--- src/rtl/oled_pkg.sv ---
// oled_pkg: shared state encoding and constants for the OLED SPI transmitter
package oled_pkg;
  typedef enum logic [2:0] {IDLE, SETUP, SHIFT, HOLD, GAP} state_e;
  localparam logic DC_CMD = 1'b0;
  localparam logic DC_DATA = 1'b1;
  localparam int SPI_BITS = 8;
endpackage

--- src/rtl/oled_byte_fifo.sv ---
// oled_byte_fifo: {dc,data} FIFO with registered full/empty; writes while full are dropped and flagged
module oled_byte_fifo #(
  parameter int DEPTH = 8,
  localparam int AW = $clog2(DEPTH)
) (
  input  logic          clk,
  input  logic          rst,
  input  logic          wr_en_i,
  input  logic [8:0]    wr_data_i,
  input  logic          pop_i,
  output logic [8:0]    head_o,
  output logic          full_o,
  output logic          empty_o,
  output logic [AW:0]   level_o,
  output logic          ovf_o
);
  logic [8:0] mem_q [DEPTH];
  logic [AW-1:0] wr_q, rd_q;
  logic [AW:0] level_q, level_d;
  logic full_q, empty_q, ovf_q, push, pop;
  always_comb begin
    push = wr_en_i & ~full_q;
    pop = pop_i & ~empty_q;
    level_d = level_q + (AW+1)'(push) - (AW+1)'(pop);
  end
  always_ff @(posedge clk) if (push) mem_q[wr_q] <= wr_data_i;
  always_ff @(posedge clk) begin
    if (rst) begin
      wr_q <= '0;
      rd_q <= '0;
      level_q <= '0;
      full_q <= 1'b0;
      empty_q <= 1'b1;
      ovf_q <= 1'b0;
    end else begin
      wr_q <= push ? wr_q + AW'(1) : wr_q;
      rd_q <= pop ? rd_q + AW'(1) : rd_q;
      level_q <= level_d;
      full_q <= level_d == (AW+1)'(DEPTH);
      empty_q <= level_d == '0;
      ovf_q <= ovf_q | (wr_en_i & full_q);
    end
  end
  assign head_o = mem_q[rd_q];
  assign full_o = full_q;
  assign empty_o = empty_q;
  assign level_o = level_q;
  assign ovf_o = ovf_q;
endmodule

--- src/rtl/oled_spi_tx.sv ---
// oled_spi_tx: queued mode-3 SPI byte transmitter for PmodOLED; same-DC bytes share one CS-low burst
module oled_spi_tx
  import oled_pkg::*;
#(
  parameter int CLK_DIV = 5,
  parameter int FIFO_DEPTH = 8
) (
  input  logic                          CLK,
  input  logic                          RST,
  input  logic                          WR_EN,
  input  logic [7:0]                    WR_DATA,
  input  logic                          WR_DC,
  output logic                          FULL,
  output logic                          EMPTY,
  output logic [$clog2(FIFO_DEPTH):0]   LEVEL,
  output logic                          BUSY,
  output logic                          OVF,
  output logic                          CS,
  output logic                          SCLK,
  output logic                          SDO,
  output logic                          DC
);
  localparam int DW = CLK_DIV > 1 ? $clog2(CLK_DIV) : 1;
  state_e state_q;
  logic [DW-1:0] div_q;
  logic [2:0] bit_q;
  logic [7:0] sh_q;
  logic [8:0] head;
  logic cs_q, sclk_q, sdo_q, dc_q, div_end, last_bit, burst, pop;
  oled_byte_fifo #(.DEPTH(FIFO_DEPTH)) u_fifo (
    .clk(CLK), .rst(RST), .wr_en_i(WR_EN), .wr_data_i({WR_DC, WR_DATA}), .pop_i(pop),
    .head_o(head), .full_o(FULL), .empty_o(EMPTY), .level_o(LEVEL), .ovf_o(OVF)
  );
  assign div_end = div_q == DW'(CLK_DIV - 1);
  assign last_bit = bit_q == 3'(SPI_BITS - 1);
  // a queued byte with the same DC rides the current frame without a SETUP/HOLD
  assign burst = state_q == SHIFT && sclk_q && div_end && last_bit && !EMPTY && head[8] == dc_q;
  assign pop = (state_q == IDLE && !EMPTY) || burst;
  always_ff @(posedge CLK) begin
    if (RST) begin
      state_q <= IDLE;
      cs_q <= 1'b1;
      sclk_q <= 1'b1;
      sdo_q <= 1'b0;
      dc_q <= DC_CMD;
      div_q <= '0;
      bit_q <= '0;
      sh_q <= '0;
    end else begin
      case (state_q)
        IDLE: if (!EMPTY) begin
          sh_q <= head[7:0];
          dc_q <= head[8];
          cs_q <= 1'b0;
          div_q <= '0;
          state_q <= SETUP;
        end
        SETUP: if (div_end) begin
          div_q <= '0;
          bit_q <= '0;
          sclk_q <= 1'b0;
          sdo_q <= sh_q[7];
          state_q <= SHIFT;
        end else div_q <= div_q + DW'(1);
        SHIFT: if (!div_end) div_q <= div_q + DW'(1);
        else begin
          div_q <= '0;
          if (!sclk_q) sclk_q <= 1'b1;
          else if (!last_bit) begin
            bit_q <= bit_q + 3'd1;
            sclk_q <= 1'b0;
            sdo_q <= sh_q[6];
            sh_q <= {sh_q[6:0], 1'b0};
          end else if (burst) begin
            bit_q <= '0;
            sclk_q <= 1'b0;
            sdo_q <= head[7];
            sh_q <= head[7:0];
          end else state_q <= HOLD;
        end
        HOLD: if (div_end) begin
          div_q <= '0;
          cs_q <= 1'b1;
          state_q <= GAP;
        end else div_q <= div_q + DW'(1);
        GAP: if (div_end) begin
          div_q <= '0;
          state_q <= IDLE;
        end else div_q <= div_q + DW'(1);
        default: state_q <= IDLE;
      endcase
    end
  end
  assign BUSY = state_q != IDLE || !EMPTY;
  assign CS = cs_q;
  assign SCLK = sclk_q;
  assign SDO = sdo_q;
  assign DC = dc_q;
endmodule

--- config.mk ---
export PLATFORM = sky130hd
export DESIGN_NAME = oled_spi_tx
export DESIGN_NICKNAME = d
export VERILOG_FILES = /design/src/rtl/oled_pkg.sv /design/src/rtl/oled_byte_fifo.sv /design/src/rtl/oled_spi_tx.sv
export SDC_FILE = /design/constraint.sdc
export NUM_CORES = 1
export LEC_CHECK = 0
export ABC_AREA = 1
export CELL_PAD_IN_SITES_DETAIL_PLACEMENT = 1
export CELL_PAD_IN_SITES_GLOBAL_PLACEMENT = 2
export CORE_MARGIN = 4
export CORE_UTILIZATION = 41
export DETAILED_ROUTE_END_ITERATION = 6
export PLACE_DENSITY = 0.89
export REMOVE_ABC_BUFFERS = 1
export SLEW_MARGIN = 25
export SYNTH_ARGS = -nofsm -noshare
export SYNTH_HDL_FRONTEND = slang
export SYNTH_SLANG_ARGS = --single-unit
export TNS_END_PERCENT = 50
--- constraint.sdc ---
create_clock -name CLK -period 4.6 [get_ports CLK]
set_clock_uncertainty 0.05 [all_clocks]
set_input_delay 0.92 -clock CLK [delete_from_list [all_inputs] [get_ports CLK]]
set_output_delay 0.92 -clock CLK [all_outputs]
set_load 0.01 [all_outputs]
[Yosys cells after proc, flatten, opt, wreduce, memory -nomap -nowiden]
Memory sizes are Yosys's and may differ from the RTL's. A register that Yosys moved wholly into a read port is not among the register bits.
Cells that the tools add are included.
Word-level totals
  memory bits (read-only): 0
  logic and storage cells: 110
  memories kept: 1
  register bits after elaboration: 34
  output and inout bits: 12
  bits in latches: 0
  RAM bits: 72
  bits of input ports: 12
Operators by class
  multiply operators: 0
  add/subtract/negate cells: 6
  equal/unequal tests: 17
  order comparisons: 0
  div/mod/pow operators: 0
  mux-type cells: 42
  reduce and logical (&&, ||, !) cells: 24
  bitwise logic cells: 6
  shift operators: 0
Memory list
  u_fifo.mem_q: depth 8, bits a word 9, rd ports 1, clocked after memory_dff 1, wr ports 1, line oled_byte_fifo.sv:17  | logic [8:0] mem_q [DEPTH];
Operators with widths (count)
  3-bit 2-to-1 mux: 16
  8-bit 2-to-1 mux: 5
  2-bit inequality test (second input constant): 8
  8-bit one-hot mux with 2 select lines: 1
  3-bit one-hot mux with 5 select lines: 1
  1-bit 2-to-1 mux: 14
  3-bit by 1-bit adder with 3-bit output (second input constant): 4
  3-bit one-hot mux with 2 select lines: 2
  5-bit AND reduction: 2
  3-bit == test (second input constant): 3
  8-bit AND reduction: 1
  2-bit nonzero test: 4
  3-bit by 2-bit == test with 1-bit output (second input constant): 2
  1-bit logical AND: 6
  1-bit one-hot mux with 2 select lines: 3
  3-bit AND reduction: 2
  4-bit by 1-bit adder with 4-bit output: 1
  4-bit == test (second input constant): 1
  4-bit zero test: 1
  2-bit AND reduction: 2
  4-bit OR reduction: 1
  4-bit by 1-bit subtractor with 4-bit output: 1
  1-bit bitwise AND: 3
  3-bit by 1-bit == test with 1-bit output (second input constant): 1
  8 further kinds: 10

[Longest topological paths before layout]
  word-level depth: 11
  depth in mapped cells: 18

[Cells and area by module]
Synthesis repeated with hierarchy kept, for this count alone.
Second synthesis, totals
  cells, all modules: 493
  area, all modules: 4777.1 um^2
By module, submodules not included
  oled_byte_fifo: area each 3603.5 um^2, times used 1, cells each 319, seq. area each 2482.4 um^2
  oled_spi_tx: area each 1173.6 um^2, times used 1, cells each 174, seq. area each 420.4 um^2

[Worst setup path after synthesis]
Ideal clock, no wire load.
  path type: register to register
  start: register sclk_q (netlist: SCLK)
  end: register u_fifo.empty_q (netlist: u_fifo.empty_o)
  slack: 2.164 ns
  arrival time: 2.312 ns
  cell stages (with the launch flop): 14
  clock period less this slack: 2.436 ns
  setup time: 0.074 ns
  buffers on the path: 0
  cell sequence: dfxtp_1 inv_2 or2_1 nor3_4 nand3_4 nand2_4 inv_2 or2_4 nand2_1 ha_1 fa_1 inv_1 nand3_1 o21ai_0
On the way
  longest elaborated chain between the ends: 9
Ends and longest elaborated chain
  start, declared: line oled_spi_tx.sv:29  | logic cs_q, sclk_q, sdo_q, dc_q, div_end, last_bit, burst, pop;
  start signal, assigned: line oled_spi_tx.sv:43  | sclk_q <= 1'b1;
  start signal, assigned: line oled_spi_tx.sv:61  | sclk_q <= 1'b0;
  start signal, assigned: line oled_spi_tx.sv:68  | if (!sclk_q) sclk_q <= 1'b1;
  1-bit logical AND (5 in series): line oled_spi_tx.sv:37  | assign burst = state_q == SHIFT && sclk_q && div_end && last_bit && !EMPTY && head[8] == dc_q;
  1-bit logical OR: line oled_spi_tx.sv:38  | assign pop = (state_q == IDLE && !EMPTY) || burst;
  1-bit bitwise AND: line oled_byte_fifo.sv:23  | pop = pop_i & ~empty_q;
  4-bit by 1-bit subtractor with 4-bit output: line oled_byte_fifo.sv:24  | level_d = level_q + (AW+1)'(push) - (AW+1)'(pop);
  named net u_fifo.level_d[1]: line oled_byte_fifo.sv:19  | logic [AW:0] level_q, level_d;
  4-bit zero test: line oled_byte_fifo.sv:40  | empty_q <= level_d == '0;
  end signal, assigned: line oled_byte_fifo.sv:33  | empty_q <= 1'b1;
  end signal, assigned: line oled_byte_fifo.sv:40
  end, declared: line oled_byte_fifo.sv:20  | logic full_q, empty_q, ovf_q, push, pop;
The timed path passes the listed nets, and every way through them passes these cells.
A chain may end at the register's enable or synchronous reset.

==> flow_metrics.tcl <==
set metrics [dict create \
    dr.pass1.iters 4 \
    power_frac_comb 0.378 \
    nets 531 \
    io_pins 24 \
    power.internal_uw 2080 \
    cp-start-kind "flip-flop" \
    hp-class "reg2reg" \
    synth_top_family_by_area "simple AND/OR/NAND/NOR gates" \
    hold_ws_ps 443 \
    gr-usage-all-layers 0.193 \
    fin_crit_sh 0.749 \
    drtIter0Drc 273 \
    p_seq_frac 0.389 \
    yosys.area_share.adder 0.0278 \
    grt_antenna_before_repair 0 \
    sw_frac_of_total 0.381 \
    clkLatencyLatePin_ps 350 \
    path_class "reg2reg" \
    max_freq_ghz 0.290 \
    r2r-end "u_fifo.empty_o$_SDFF_PP1_" \
    post_cts_buffers 0 \
    avgRoutedWirePerCell_microns 17.8 \
    setup_tns_ps 0 \
    chipHeight_microns 116 \
    synth_simple_gate_area_frac 0.243 \
    synthFlopType "edfxtp_1" \
    fin_util 0.472 \
    placed_cells 641 \
    peakVddDrop_mv 0.356 \
    clockBufferDepth 2 \
    hold_buffers 0 \
    power.leakage_uw 0.00213 \
    clock_tree.root_cell "clkbuf_16" \
    synth_area_sq_um 4770 \
    synth_compound_area_frac 0.0537 \
    routed-via-count 3418 \
    worst-path-max-fanout 36 \
    path_clk_slew_ps 70 \
    place_congestion 0.816 \
    netlist_instances 491 \
    grt_start_max_net_pins 37 \
    rows 39 \
    synthTopCellsByArea "edfxtp_1, dfxtp_1, nand2_1, nand3_1, nor2_1" \
    yosys.area.top_type_share 0.453 \
    numPortBuffers 23 \
    synth-seq-cells 109 \
    die_x_microns 116 \
    stdcell_count 657 \
    ant_nets 0 \
    ys_warn_count 0 \
    synth_top_area_cell "edfxtp_1" \
    grt_overflow 0 \
    holdPathEnd "div_q[1]$_SDFFE_PP0P_" \
    die_area_sq_um 13400 \
    drc 0 \
    min_path_cells 2 \
    wl_mm 11.7 \
    layout-drive-gt1-share 0.0739 \
    area_delta_synth_final_pct 12.9 \
    hold_violations 0 \
    grt_pass1_wl_mm 19.5 \
    ys_types 33 \
    avgViaCountPerCell 5.20 \
    slew_viol_final 0 \
    start_util 0.418 \
    grt_pass1_vias 3592 \
    r2r_slack_ps 1150 \
    end_kind "flip-flop" \
    crit_required_ps 4830 \
    clkPwrFrac 0.233 \
    hold_start "div_q[1]$_SDFFE_PP0P_" \
    cts.htree.levels 3 \
    n_antenna_cell 0 \
    synthXorXnorAreaFrac 0.00734 \
    syn_avg_cell_area_sq_um 9.72 \
    cts_resized 0 \
    rr_worst_depth 16 \
    numClockSinks 109 \
    fin_crit_ps 3450 \
    arrival_ps 3670 \
    worstMarginPinSlew_ps 959 \
    power_per_cell_area_nw_per_um2 623 \
    p_sw_uw 1280 \
    power_uw 3360 \
    status "finished, final reports clean" \
    cts_buffers 9 \
    synthArstFlopShare 0 \
    finalSetupViolations 0 \
    dp_hpwl_mm 8.36 \
    synth-edff-count 72 \
    slew-limit-headroom 0.358 \
    seq_area_frac_synth 0.608 \
    n_fill_cell 1334 \
    cap_violations 0 \
    fp.coreArea_sq_um 11400 \
    cts_tree "built" \
    synthMuxAreaShare 0.00419 \
    rsz0062_at_grt "false" \
]
-- registers in the layout, indices dropped and copies added (netlist names), named ones only --
register / count
sh_q: 8
u_fifo.level_o: 4
SCLK: 1
CS: 1
bit_q: 3
SDO: 1
DC: 1
u_fifo.empty_o: 1
u_fifo.mem_q: 72
u_fifo.full_o: 1
state_q: 3
u_fifo.ovf_o: 1
div_q: 3
u_fifo.wr_q: 3
u_fifo.rd_q: 3
-- cell type report --
type	count	area, sq um	area share
Inverter	41	159	0.0295
Tap cell	143	179	0.0332
Clock buffer	9	225	0.0418
Sequential cell	109	2900	0.539
Clock inverter	7	71.3	0.0132
Multi-Input combinational cell	323	1610	0.298
Timing Repair Buffer	25	245	0.0455
-- kinds of logic (layout without fill, tap and decap cells) --
kind of cell / count (synthesis) / in the layout
buffers and inverters: 59 / 82
adders and majority gates: 10 / 10
AOI/OAI and AO/OA: 49 / 49
muxes: 2 / 2
xor gates and xnor gates: 4 / 4
and+or+nand+nor: 258 / 258
DFF: 109 / 109
-- metal layers --
| layer | share of wire | wire, microns | global-route usage |
|---|---|---|---|
| met1 | 0.49 | 5700 | 0.283 |
| met2 | 0.45 | 5250 | 0.287 |
| met3 | 0.047 | 550 | 0.0381 |
| met4 | 0.019 | 227 | 0.0650 |
| met5 | 0 | 0 | 0 |
-- power groups by stage --
stage	Sequential [uW]	Clock (uW)	Combinational [uW]
after floorplan	1330	0	838
after global placement	1320	0	1230
after detailed placement	1330	0	1280
after CTS	1310	797	1290
after global routing	1330	849	1460
final	1310	782	1270
-- cell usage after synthesis, types with 3 or more instances --
master and instances:
a21oi_1 25, buf_2 7, buf_6 3, clkbuf_1 6, dfxtp_1 37, edfxtp_1 72
ha_1 9, inv_1 31, inv_2 8, nand2_1 121, nand2_4 4, nand3_1 69
nor2_1 53, o21ai_0 19
-- critical path, cell delays in order, from the launching register on --
cell and delay (ps):
dfxtp_1 880, inv_4 320, nand2_1 160, nand3_1 80, nand3_1 90, nand2_1 80, nand2_1 100, nand3_4 120
nand2_4 110, inv_2 60, or2_4 240, nand2_1 80, ha_1 190, fa_1 420, inv_1 90, nand3_1 110
o21ai_0 170
-- metrics by stage --
stage	area, sq um	setup WS, ps
after floorplan	4670	1510
after global placement	5090	1350
after detailed placement	5090	1160
after CTS	5390	1140
after global routing	5390	795
final	5390	1150
-- worst max-delay path by stage --
stage          slack [ps]       from                   endpoint  cells past startpoint
2_1_floorplan        1510  flip-flop  u_fifo.empty_o$_SDFF_PP1_                     16
3_5_place_dp         1160  flip-flop  u_fifo.empty_o$_SDFF_PP1_                     16
3_3_place_gp         1350  flip-flop  u_fifo.empty_o$_SDFF_PP1_                     16
4_1_cts              1140  flip-flop  u_fifo.empty_o$_SDFF_PP1_                     16
5_1_grt               790  flip-flop  u_fifo.empty_o$_SDFF_PP1_                     16
6_report             1150  flip-flop  u_fifo.empty_o$_SDFF_PP1_                     16
-- cell usage in the layout (no fill, tap or decap), types with 3 or more instances in the layout --
master           count
edfxtp_1            72
inv_1               31
nand2_4              4
inv_6                3
clkdlybuf4s50_1     23
dfxtp_1             37
nand3_1             69
nand2_1            121
clkbuf_16            9
inv_2                8
a21oi_1             25
o21ai_0             19
nor2_1              53
ha_1                 9
No activity file was read; power rests on OpenSTA's default activity.
